$ cat config.mk
export PLATFORM = sky130hd
export DESIGN_NAME = exc_ctrl
export DESIGN_NICKNAME = d
export VERILOG_FILES = /design/src/rtl/exc_ctrl.sv
export SDC_FILE = /design/constraint.sdc
export NUM_CORES = 1
export LEC_CHECK = 0
export CORE_ASPECT_RATIO = 0.5
export CORE_MARGIN = 1
export CORE_UTILIZATION = 42
export DETAILED_ROUTE_END_ITERATION = 16
export PLACE_DENSITY = 0.8
export SETUP_SLACK_MARGIN = 0.5
export SLEW_MARGIN = 20
export SYNTH_ARGS = -nofsm -noshare
export SYNTH_HDL_FRONTEND = slang
export SYNTH_SLANG_ARGS = --single-unit
$ cat constraint.sdc
create_clock -name clk -period 3.39 [get_ports clk]
set_input_delay 0.678 -clock clk [delete_from_list [all_inputs] [get_ports clk]]
set_output_delay 0.678 -clock clk [all_outputs]
set_load 0.005 [all_outputs]
$ cat src/rtl/exc_ctrl.sv
// exc_ctrl: exception/interrupt entry and ERET return sequencer for the pipeline front end.
// Ports:
//   clk, reset (async, active low)
//   exc_req     synchronous invalid-opcode exception from decode (1-cycle)
//   exc_pc      PC of the faulting instruction / PC sampled for an interrupt
//   ext_irq     level external interrupt request, masked while the handler runs
//   eret        ERET executing (1-cycle), honoured only in the handler
//   flush       pipeline flush strobe
//   redirect    PC-mux override strobe, redirect_pc is 0 when it is low
//   elr, esr    saved return PC and syndrome {lost, 0, irq, opcode}
//   in_handler  handler running
//   exc_count   exceptions taken, saturating at 8'hFF
module exc_ctrl #(
  parameter int N = 64,
  parameter logic [N-1:0] EXC_VECTOR = N'(64'hD4)
) (
  input  logic         clk,
  input  logic         reset,
  input  logic         exc_req,
  input  logic [N-1:0] exc_pc,
  input  logic         ext_irq,
  input  logic         eret,
  output logic         flush,
  output logic         redirect,
  output logic [N-1:0] redirect_pc,
  output logic [N-1:0] elr,
  output logic [3:0]   esr,
  output logic         in_handler,
  output logic [7:0]   exc_count
);
  typedef enum logic [1:0] {IDLE, FLUSH, HANDLER, RET} state_t;
  state_t state, state_nxt;
  logic take;
  always_ff @(posedge clk or negedge reset)
    if (!reset) state <= IDLE;
    else state <= state_nxt;
  always_comb begin
    take = (state == IDLE) && (exc_req || ext_irq);
    state_nxt = take ? FLUSH :
                (state == FLUSH) ? HANDLER :
                (state == HANDLER && eret) ? RET :
                (state == RET) ? IDLE : state;
  end
  // On capture an opcode exception wins over a simultaneous interrupt; the
  // interrupt is a level and is taken again after the return. The lost sticky
  // bit survives every capture.
  always_ff @(posedge clk or negedge reset)
    if (!reset) begin
      elr <= '0;
      esr <= '0;
      exc_count <= '0;
    end else if (take) begin
      elr <= exc_pc;
      esr <= {esr[3], 1'b0, ~exc_req, exc_req};
      if (exc_count != 8'hFF) exc_count <= exc_count + 8'd1;
    end else if (state == HANDLER && exc_req) begin
      esr[3] <= 1'b1;
    end
  // Outputs decode state and registers only, so reset clears them at once.
  assign flush       = (state == FLUSH) || (state == RET);
  assign redirect    = flush;
  assign in_handler  = (state == HANDLER);
  assign redirect_pc = (state == FLUSH) ? EXC_VECTOR :
                       (state == RET) ? (esr[0] ? elr + N'(4) : elr) : '0;
endmodule

* Word-level counts from Yosys, hierarchy flattened
Index checks and enable logic that the tools add are counted.
** Cells by class
- Bitwise logic cells :: 2
- Add/subtract/negate cells :: 2
- Multiplexer cells :: 7
- Equal/unequal tests :: 4
- Reduce and logical (&&, ||, !) cells :: 9
** Operators with widths (count)
- 64-bit 2-to-1 mux :: 3
- 64-bit by 3-bit adder with 64-bit output, second input constant :: 1
- 8-bit by 1-bit adder with 8-bit output, second input constant :: 1
- 2-bit 2-to-1 mux :: 4
- 8-bit != test, second input constant :: 1
- 2-bit equality test, second input constant :: 2
- 2-bit AND reduction :: 2
- 4-bit nonzero test :: 1
- 1-bit logical AND :: 3
- 2-bit by 1-bit equality test with 1-bit output, second input constant :: 1
- 2-bit zero test :: 1
- 1-bit logical OR :: 2
- 1-bit inverter :: 2
** Storage, ports and cells
- Register bits :: 77
- Word-level logic and storage cells :: 29
- Output and inout bits :: 143
- Input port bits :: 69

* Logic depth before layout (Yosys ltp)
Gate-level depths: netlist of the first run.
- Depth after elaboration :: 5
- Gate-level depth with buffers :: 7
- Depth with buffers taken out :: 6

* Least setup slack after synthesis of the first run
OpenSTA, ideal clock, no wires.
- Path type :: register to output
- From :: register elr[2]
- To :: output port redirect_pc[40]
- Arrival time :: 2.062 ns
- Path buffers :: 0
- Setup slack :: 0.650 ns
- Data required time :: 2.712 ns
- Cell stages (with the launch flop) :: 7
- Path through :: dfrtp_1 > ha_1 > nand4_1 > nor4_4 > nand3_2 > or4_1 > a21oi_1
** On the way
- Word-level cells in the longest chain between the ends :: 4
** Ends and longest elaborated chain
- from (decl) :: RTL line 26 : output logic [N-1:0] elr,
- from (signal assigned) :: RTL line 53 : elr <= exc_pc;
- 64-bit by 3-bit adder with 64-bit output :: RTL line 64 : (state == RET) ? (esr[0] ? elr + N'(4) : elr) : '0;
- 64-bit 2-to-1 mux (2 in series) :: RTL line 64
- 64-bit 2-to-1 mux :: RTL line 63 : assign redirect_pc = (state == FLUSH) ? EXC_VECTOR :
- to (decl) :: RTL line 25 : output logic [N-1:0] redirect_pc,
Every way passes these cells.

* Worst setup path in the final report of the first run
- From :: register elr[3]
- To :: output port redirect_pc[44]
The elaborated chain is that of the path after synthesis.

==> flow_metrics.tcl, run 1 <==
set metrics [dict create \
    critPathMaxFanout 3 \
    finalCriticalPeriod_ps 3190 \
    total_power_mw 6.54 \
    critPathArrivalTime_ps 2520 \
    antennaDiodeCount 0 \
    fin_nets 981 \
    max_slew_violation_total_from_the_final_report 0 \
    via_count_of_the_first_global_routing_pass 5707 \
    global_route_wire_length_before_repair_mm 29.6 \
    synth_commonest_cells "nand2_1 (201), dfrtp_1 (77), nor2_1 (39), o21ai_0 (28)" \
    total_detailed_routing_wirelength_mm 19.5 \
    vias 5992 \
    num-fill-cells 662 \
    setup_viol 0 \
    postRouteAntennaNets 0 \
    end_kind "output pin" \
    synth.net_count 677 \
    criticalPathCategory "flip-flop to output pin" \
    ys_top_cells_by_area "dfrtp_1 (41%), nand2_1 (16%), xor2_1 (5.0%)" \
    rows 26 \
    drt-vias-per-instance 5.68 \
    routabilityCongestion 0.839 \
    worst-r2r-setup-slack_ps 1310 \
    floorplan.initialDensity_pct 44.5 \
    numPortBuffers 210 \
    clock_skew_ps 6.74 \
    post_synth_instance_area_um2 4690 \
    setup_ws_ps 196 \
    dp_hpwl_mm 11.4 \
    worst_ir_drop_vdd_uv 394 \
    netlist_instances 606 \
    r2r_end "exc_count[1]" \
    tritoncts "yes" \
    clock_sink_count 77 \
    required_ps 2710 \
    rsz_0062_raised_after_global_routing "true" \
    finalSetupTns_ps 0 \
    worstMarginPinSlew_ps 689 \
    drtPass1Iterations 5 \
    yosysSeqAreaShare_pct 41.1 \
    core_um2 10500 \
    max_stage_delay_ps 410 \
    rr_startpoint "state[1]" \
    yosys_warnings 0 \
    synth_top_flop_cell "dfrtp_1" \
    drive_above_1_share_pct 29.7 \
    synth.most_common_cell "nand2_1" \
    dr.first_iter.drc_count 400 \
    die_height_um 76.7 \
    cts-hold-fix-buffers 0 \
    critical_path_cell_count 11 \
    grt-ovfl-total 0 \
    critical_path.cell_chain "ha_2 > nand4_1 > buf_6 > nor4_4 > buf_4 > buf_12 > nand3_4 > buf_6 > or4_4 > a21oi_2 > buf_2" \
    cpMaxStageDelayCell "or4_4" \
    critical-path-top-delay-family "simple AND/OR/NAND/NOR gates" \
    layout.area.seq_um2 1950 \
    dp.cells 947 \
    crit_buf_inv 5 \
    grt_start_max_net_pins 78 \
    share_of_the_synthesized_area_in_the_top_cell_type_pct 41.1 \
    power.density_cell_area_nw_per_um2 785 \
    postSynth.asyncResetShare_pct 100 \
    layoutNonFillerInstCount 1055 \
    synth_top_cell_by_area "dfrtp_1" \
    fin_area_um2 8330 \
    synth_area_per_cell_um2 7.74 \
    global_route.usage.total_pct 32.6 \
    timing.max_slew.rel_slack_pct 53.9 \
    worstSetupStartpoint "elr[3]" \
    fin_crit_sh_pct 94.2 \
    status "completed" \
    most_common_cell_on_crit_path "buf_6" \
    cts_buffers 9 \
    wl_per_cell_um 18.5 \
    p_leak_nw 3.75 \
    cts-htree-levels 3 \
    layout-area-overhead-vs-synth_pct 77.7 \
    die-area_um2 11600 \
    num_io_pins 212 \
    crit_path_end "redirect_pc[44]" \
    max_cap_viol_count 0 \
    combined_area_of_the_multi_input_logic_cells_um2 2970 \
    antenna_found_initial 0 \
    synth.lib_cells_used.distinct 44 \
    placement.setup.worst_slack_ps 14.2 \
    die-width_um 151 \
    root_buffer "clkbuf_16" \
    drcViolationCount 0 \
    hold_viol 0 \
    synth.ff_latch_count 77 \
    worst-r2r-cell-count 4 \
    fmax_mhz 313 \
    post_synth_edffs 0 \
    cts.path.max_buffers 2 \
    clk_latency_worst_skew_pair_ps 340 \
    startpoint_type "flip-flop" \
    clk_pin_slew_worst_paths_ps 60 \
    timing.hold.worst.class "input port to async pin" \
    dpl_cell_area_um2 7030 \
]
[layout make-up]
cell class,count,area share (%)
clock buffers,10,2.87
multi-input cells,486,35.6
inverters,11,0.495
repair buffers,325,34.8
well taps,140,2.10
clock inverters,6,0.751
flip-flops and latches,77,23.4
[layer usage]
| metal | GRT usage (%) | share of wire, % | vias up |
|---|---|---|---|
| li1 | - | - | 2684 |
| met1 | 41.0 | 40 | 2885 |
| met2 | 54.5 | 49 | 334 |
| met3 | 5.71 | 6.9 | 89 |
| met4 | 15.4 | 4.3 | 0 |
| met5 | 0 | 0 | - |
[stage by stage]
| step | hold slack, ps | util, % |
|---|---|---|
| after floorplan | 382 | - |
| after global placement | 439 | 66.7 |
| after detailed placement | 448 | 66.7 |
| after CTS | 462 | 76.5 |
| after global routing | 304 | 79.1 |
| final | 278 | 79.1 |
[worst min path at each step]
stage	end	slack [ps]
after floorplan	elr[0]	380
after global placement	esr[3]	440
after detailed placement	esr[3]	450
after CTS	esr[3]	460
after global routing	exc_count[6]	300
final	elr[13]	280
[repair_timing]
action / 4_1_cts / 5_1_grt
pin swaps: 51 / 47
buffers inserted: 71 / 18
cloned: 2 / 0
setup endpoints to repair: 57 / 58
resized for setup: 241 / 77
[flip-flops by register name, summed over array words and instances, names as in the netlist]
name,count
elr,64
esr,3
exc_count,8
state,2
[logic make-up (layout without fill, tap and decap cells)]
kind of cell	after synthesis	count (layout)	share of synthesized area, %
other	1	1	0.0799
adder cells (fa/ha/maj)	2	2	0.533
AND/OR/NAND/NOR	365	365	37.4
XOR/XNOR	41	41	7.66
flip-flops	77	77	41.1
AO/OA/AOI/OAI	75	75	9.07
buffers and inverters	43	352	3.76
multiplexers	2	2	0.453
[power breakdown]
part,total (mW),internal [mW],switching [mW]
Combinational,3.61,1.85,1.76
Clock,0.993,0.588,0.406
Sequential,1.94,1.37,0.561
[placed cells by master, fill, tap and decap left out, types with 9 or more instances in the layout]
master / synthesis / routed
a21oi_1: 27 / 15
a21oi_2: 0 / 12
and3_1: 13 / 11
buf_2: 3 / 41
buf_4: 3 / 84
buf_6: 0 / 27
clkbuf_16: 0 / 9
clkdlybuf4s50_1: 0 / 154
dfrtp_1: 77 / 59
dfrtp_2: 0 / 18
inv_1: 11 / 11
nand2_1: 201 / 198
nand3_1: 27 / 16
nand4_1: 25 / 25
nor2_1: 39 / 35
o21ai_0: 28 / 24
or3_1: 18 / 10
xnor2_1: 14 / 13
xor2_1: 27 / 27
(Power assumes the default switching activity.)
==> run 2: changes to the inputs <==
==> constraint.sdc (replaced) <==
create_clock -name clk -period 3.39 [get_ports clk]
set_input_delay 0.678 -clock clk [delete_from_list [all_inputs] [get_ports clk]]
set_output_delay 0.678 -clock clk [all_outputs]
set_load 0.01 [all_outputs]
==> run 2 against run 1 <==
- sequential power shrank 2%
- largest power group unchanged
- core utilization is 1.1 points lower
- global-route usage down 0.26 points
- die area did not move
- register-to-register slack got worse by 30 ps
- critical path depth decreased by 1
- wire length grew 1.5%
- critical path type unchanged
- clock power is essentially flat
- power increased by 4.7%
- largest cell class unchanged
- via count is 0.55% higher
- highest routed layer unchanged
- sequential share of layout area up 0.25 points
==> flow_metrics.tcl, run 2 (synthesis results as in run 1) <==
set metrics [dict create \
    status "completed" \
    dp_hpwl_mm 11.4 \
    route.met2.wl_mm 9.74 \
    hold_viol 0 \
    dr.first_iter.drc_count 471 \
    combined_area_of_the_multi_input_logic_cells_um2 2940 \
    dp.cells 955 \
    layoutNonFillerInstCount 1053 \
    power.density_cell_area_nw_per_um2 833 \
    power.switching_fraction_pct 43.6 \
    clk_pin_slew_worst_paths_ps 60 \
    core_um2 10500 \
    routabilityCongestion 0.853 \
    finalCriticalPeriod_ps 3270 \
    power_frac_comb_pct 57.3 \
    tritoncts "yes" \
    fin_nets 979 \
    die-area_um2 11600 \
    startpoint_type "flip-flop" \
    timing.hold.worst.class "flip-flop to flip-flop" \
    leading_cell_type_in_the_layout_fill_and_taps_excluded "nand2_1" \
    net-switching-power_mw 2.99 \
    p_leak_nw 3.77 \
    rsz_0062_raised_after_global_routing "true" \
    clock_sink_count 77 \
    numPortBuffers 210 \
    root_buffer "clkbuf_16" \
    clock_skew_ps 4.67 \
    critPathArrivalTime_ps 2590 \
    layout_common_cells "nand2_1 (197), clkdlybuf4s50_1 (151), buf_4 (92), dfrtp_1 (64), buf_2 (40)" \
    antennaDiodeCount 0 \
    grt_start_max_net_pins 78 \
    most_common_cell_on_crit_path "buf_6" \
    floorplan.initialDensity_pct 44.5 \
    clockPowerShare_pct 14.9 \
    fmax_mhz 306 \
    reg.largest.list "elr: 64 flops, exc_count: 8 flops, esr: 3 flops" \
    layout-area-overhead-vs-synth_pct 75.2 \
    drtPass1Iterations 8 \
    dr.max_layer_used "met4" \
    cpMaxStageDelayCell "or4_4" \
    critical-path-top-delay-family "simple AND/OR/NAND/NOR gates" \
    criticalPathCategory "flip-flop to output pin" \
    worst_ir_drop_vdd_uv 552 \
    cts.path.max_buffers 2 \
    max_slew_violation_total_from_the_final_report 0 \
    global_route.usage.total_pct 32.4 \
    max_cap_viol_count 0 \
    end_kind "output pin" \
    wl_met1_mm 7.80 \
    setup_viol 0 \
    largest_register "elr" \
    fin_crit_sh_pct 96.5 \
    die-width_um 151 \
    critical_path.cell_chain "ha_2 > nand4_1 > buf_6 > nor4_4 > buf_6 > buf_6 > nand3_4 > or4_4 > a21oi_2 > buf_2" \
    largest_register_ffs 64 \
    final_core_util_pct 78.0 \
    crit_buf_inv 4 \
    cts_buffers 9 \
    finalSetupTns_ps 0 \
    postRouteAntennaNets 0 \
    num-fill-cells 668 \
    vias 6025 \
    layout.area.seq_um2 1940 \
    timing.max_slew.rel_slack_pct 31.6 \
    rows 26 \
    critPathMaxFanout 5 \
    p_int_mw 3.86 \
    clk_latency_worst_skew_pair_ps 350 \
    antenna_found_initial 0 \
    die_height_um 76.7 \
    wl_per_cell_um 18.8 \
    worstMarginPinSlew_ps 1030 \
    drive_above_1_share_pct 28.1 \
    total_detailed_routing_wirelength_mm 19.8 \
    num_io_pins 212 \
    grt-ovfl-total 0 \
    required_ps 2710 \
    via_count_of_the_first_global_routing_pass 5753 \
    global_route_wire_length_before_repair_mm 29.4 \
    max_stage_delay_ps 430 \
    cts-hold-fix-buffers 0 \
    cts-htree-levels 3 \
    wl_met3_mm 1.39 \
    drt-vias-per-instance 5.72 \
    drcViolationCount 0 \
    seq_power_share_pct 27.8 \
]
-- run 2: cell count changes in the layout (fill, tap and decap cells not counted), moves of 5 or more --
cell and delta:
buf_4 +8, buf_6 -7, or3_1 +7, or3_4 -7, dfrtp_1 +5, dfrtp_2 -5
-- run 2: per-stage QoR --
stage | cell area, µm² | worst slack [ps] | hold WS [ps] | power, mW
3_5_place_dp | 7090 | 55.4 | 452 | 5.33
2_1_floorplan | 4690 | 538 | 382 | 3.40
5_1_grt | 8220 | 55.4 | 484 | 7.24
6_report | 8220 | 118 | 480 | 6.85
3_3_place_gp | 7090 | 166 | 439 | 5.26
4_1_cts | 7980 | 313 | 465 | 6.56
-- run 2: what timing repair did --
action	CTS	global route
setup buffers	63	18
pin swaps	39	29
gates resized for setup	211	91
endpoints found under the hold margin	0	0
cloned	1	0
setup endpoints to repair	58	54
-- run 2: power by group through the flow --
stage / Combinational (mW) / Sequential [mW] / Clock [mW]
4_1_cts: 3.69 / 1.86 / 1.02
3_5_place_dp: 3.40 / 1.93 / 0
6_report: 3.92 / 1.90 / 1.02
2_1_floorplan: 1.36 / 2.04 / 0
5_1_grt: 4.21 / 1.96 / 1.07
3_3_place_gp: 3.35 / 1.91 / 0
-- run 2: worst min-delay path: stages, from the launching register on --
cell and delay, ps:
dfrtp_1 340, nand2_1 50, o21ai_0 60
-- run 2: path summary, 6_finish.rpt --
path	to	cells past startpoint	start	slack, ps
worst max register to register	elr[27]	5	state[0]	1280
worst max-delay path	redirect_pc[40]	10	elr[2]	120
min in group asynchronous	elr[7]	1	reset	490
max in group asynchronous	elr[38]	1	reset	2150
worst min register to register	esr[1]	2	esr[1]	480
worst min-delay path	esr[1]	2	esr[1]	480
-- run 2: cell type report --
cell class / count / share of cell area (%)
clock buffer: 11 / 3.07
clock inverter: 5 / 0.700
inverter: 11 / 0.502
multi-input combinational: 486 / 35.8
sequential: 77 / 23.6
tap: 140 / 2.13
timing repair buffer: 323 / 34.1
-- run 2: metal layers --
metal  GRT usage (%)  vias to the layer above
li1                -                     2664
met1            41.2                     2950
met2            52.8                      323
met3            7.14                       88
met4            14.0                        0
met5               0                        -
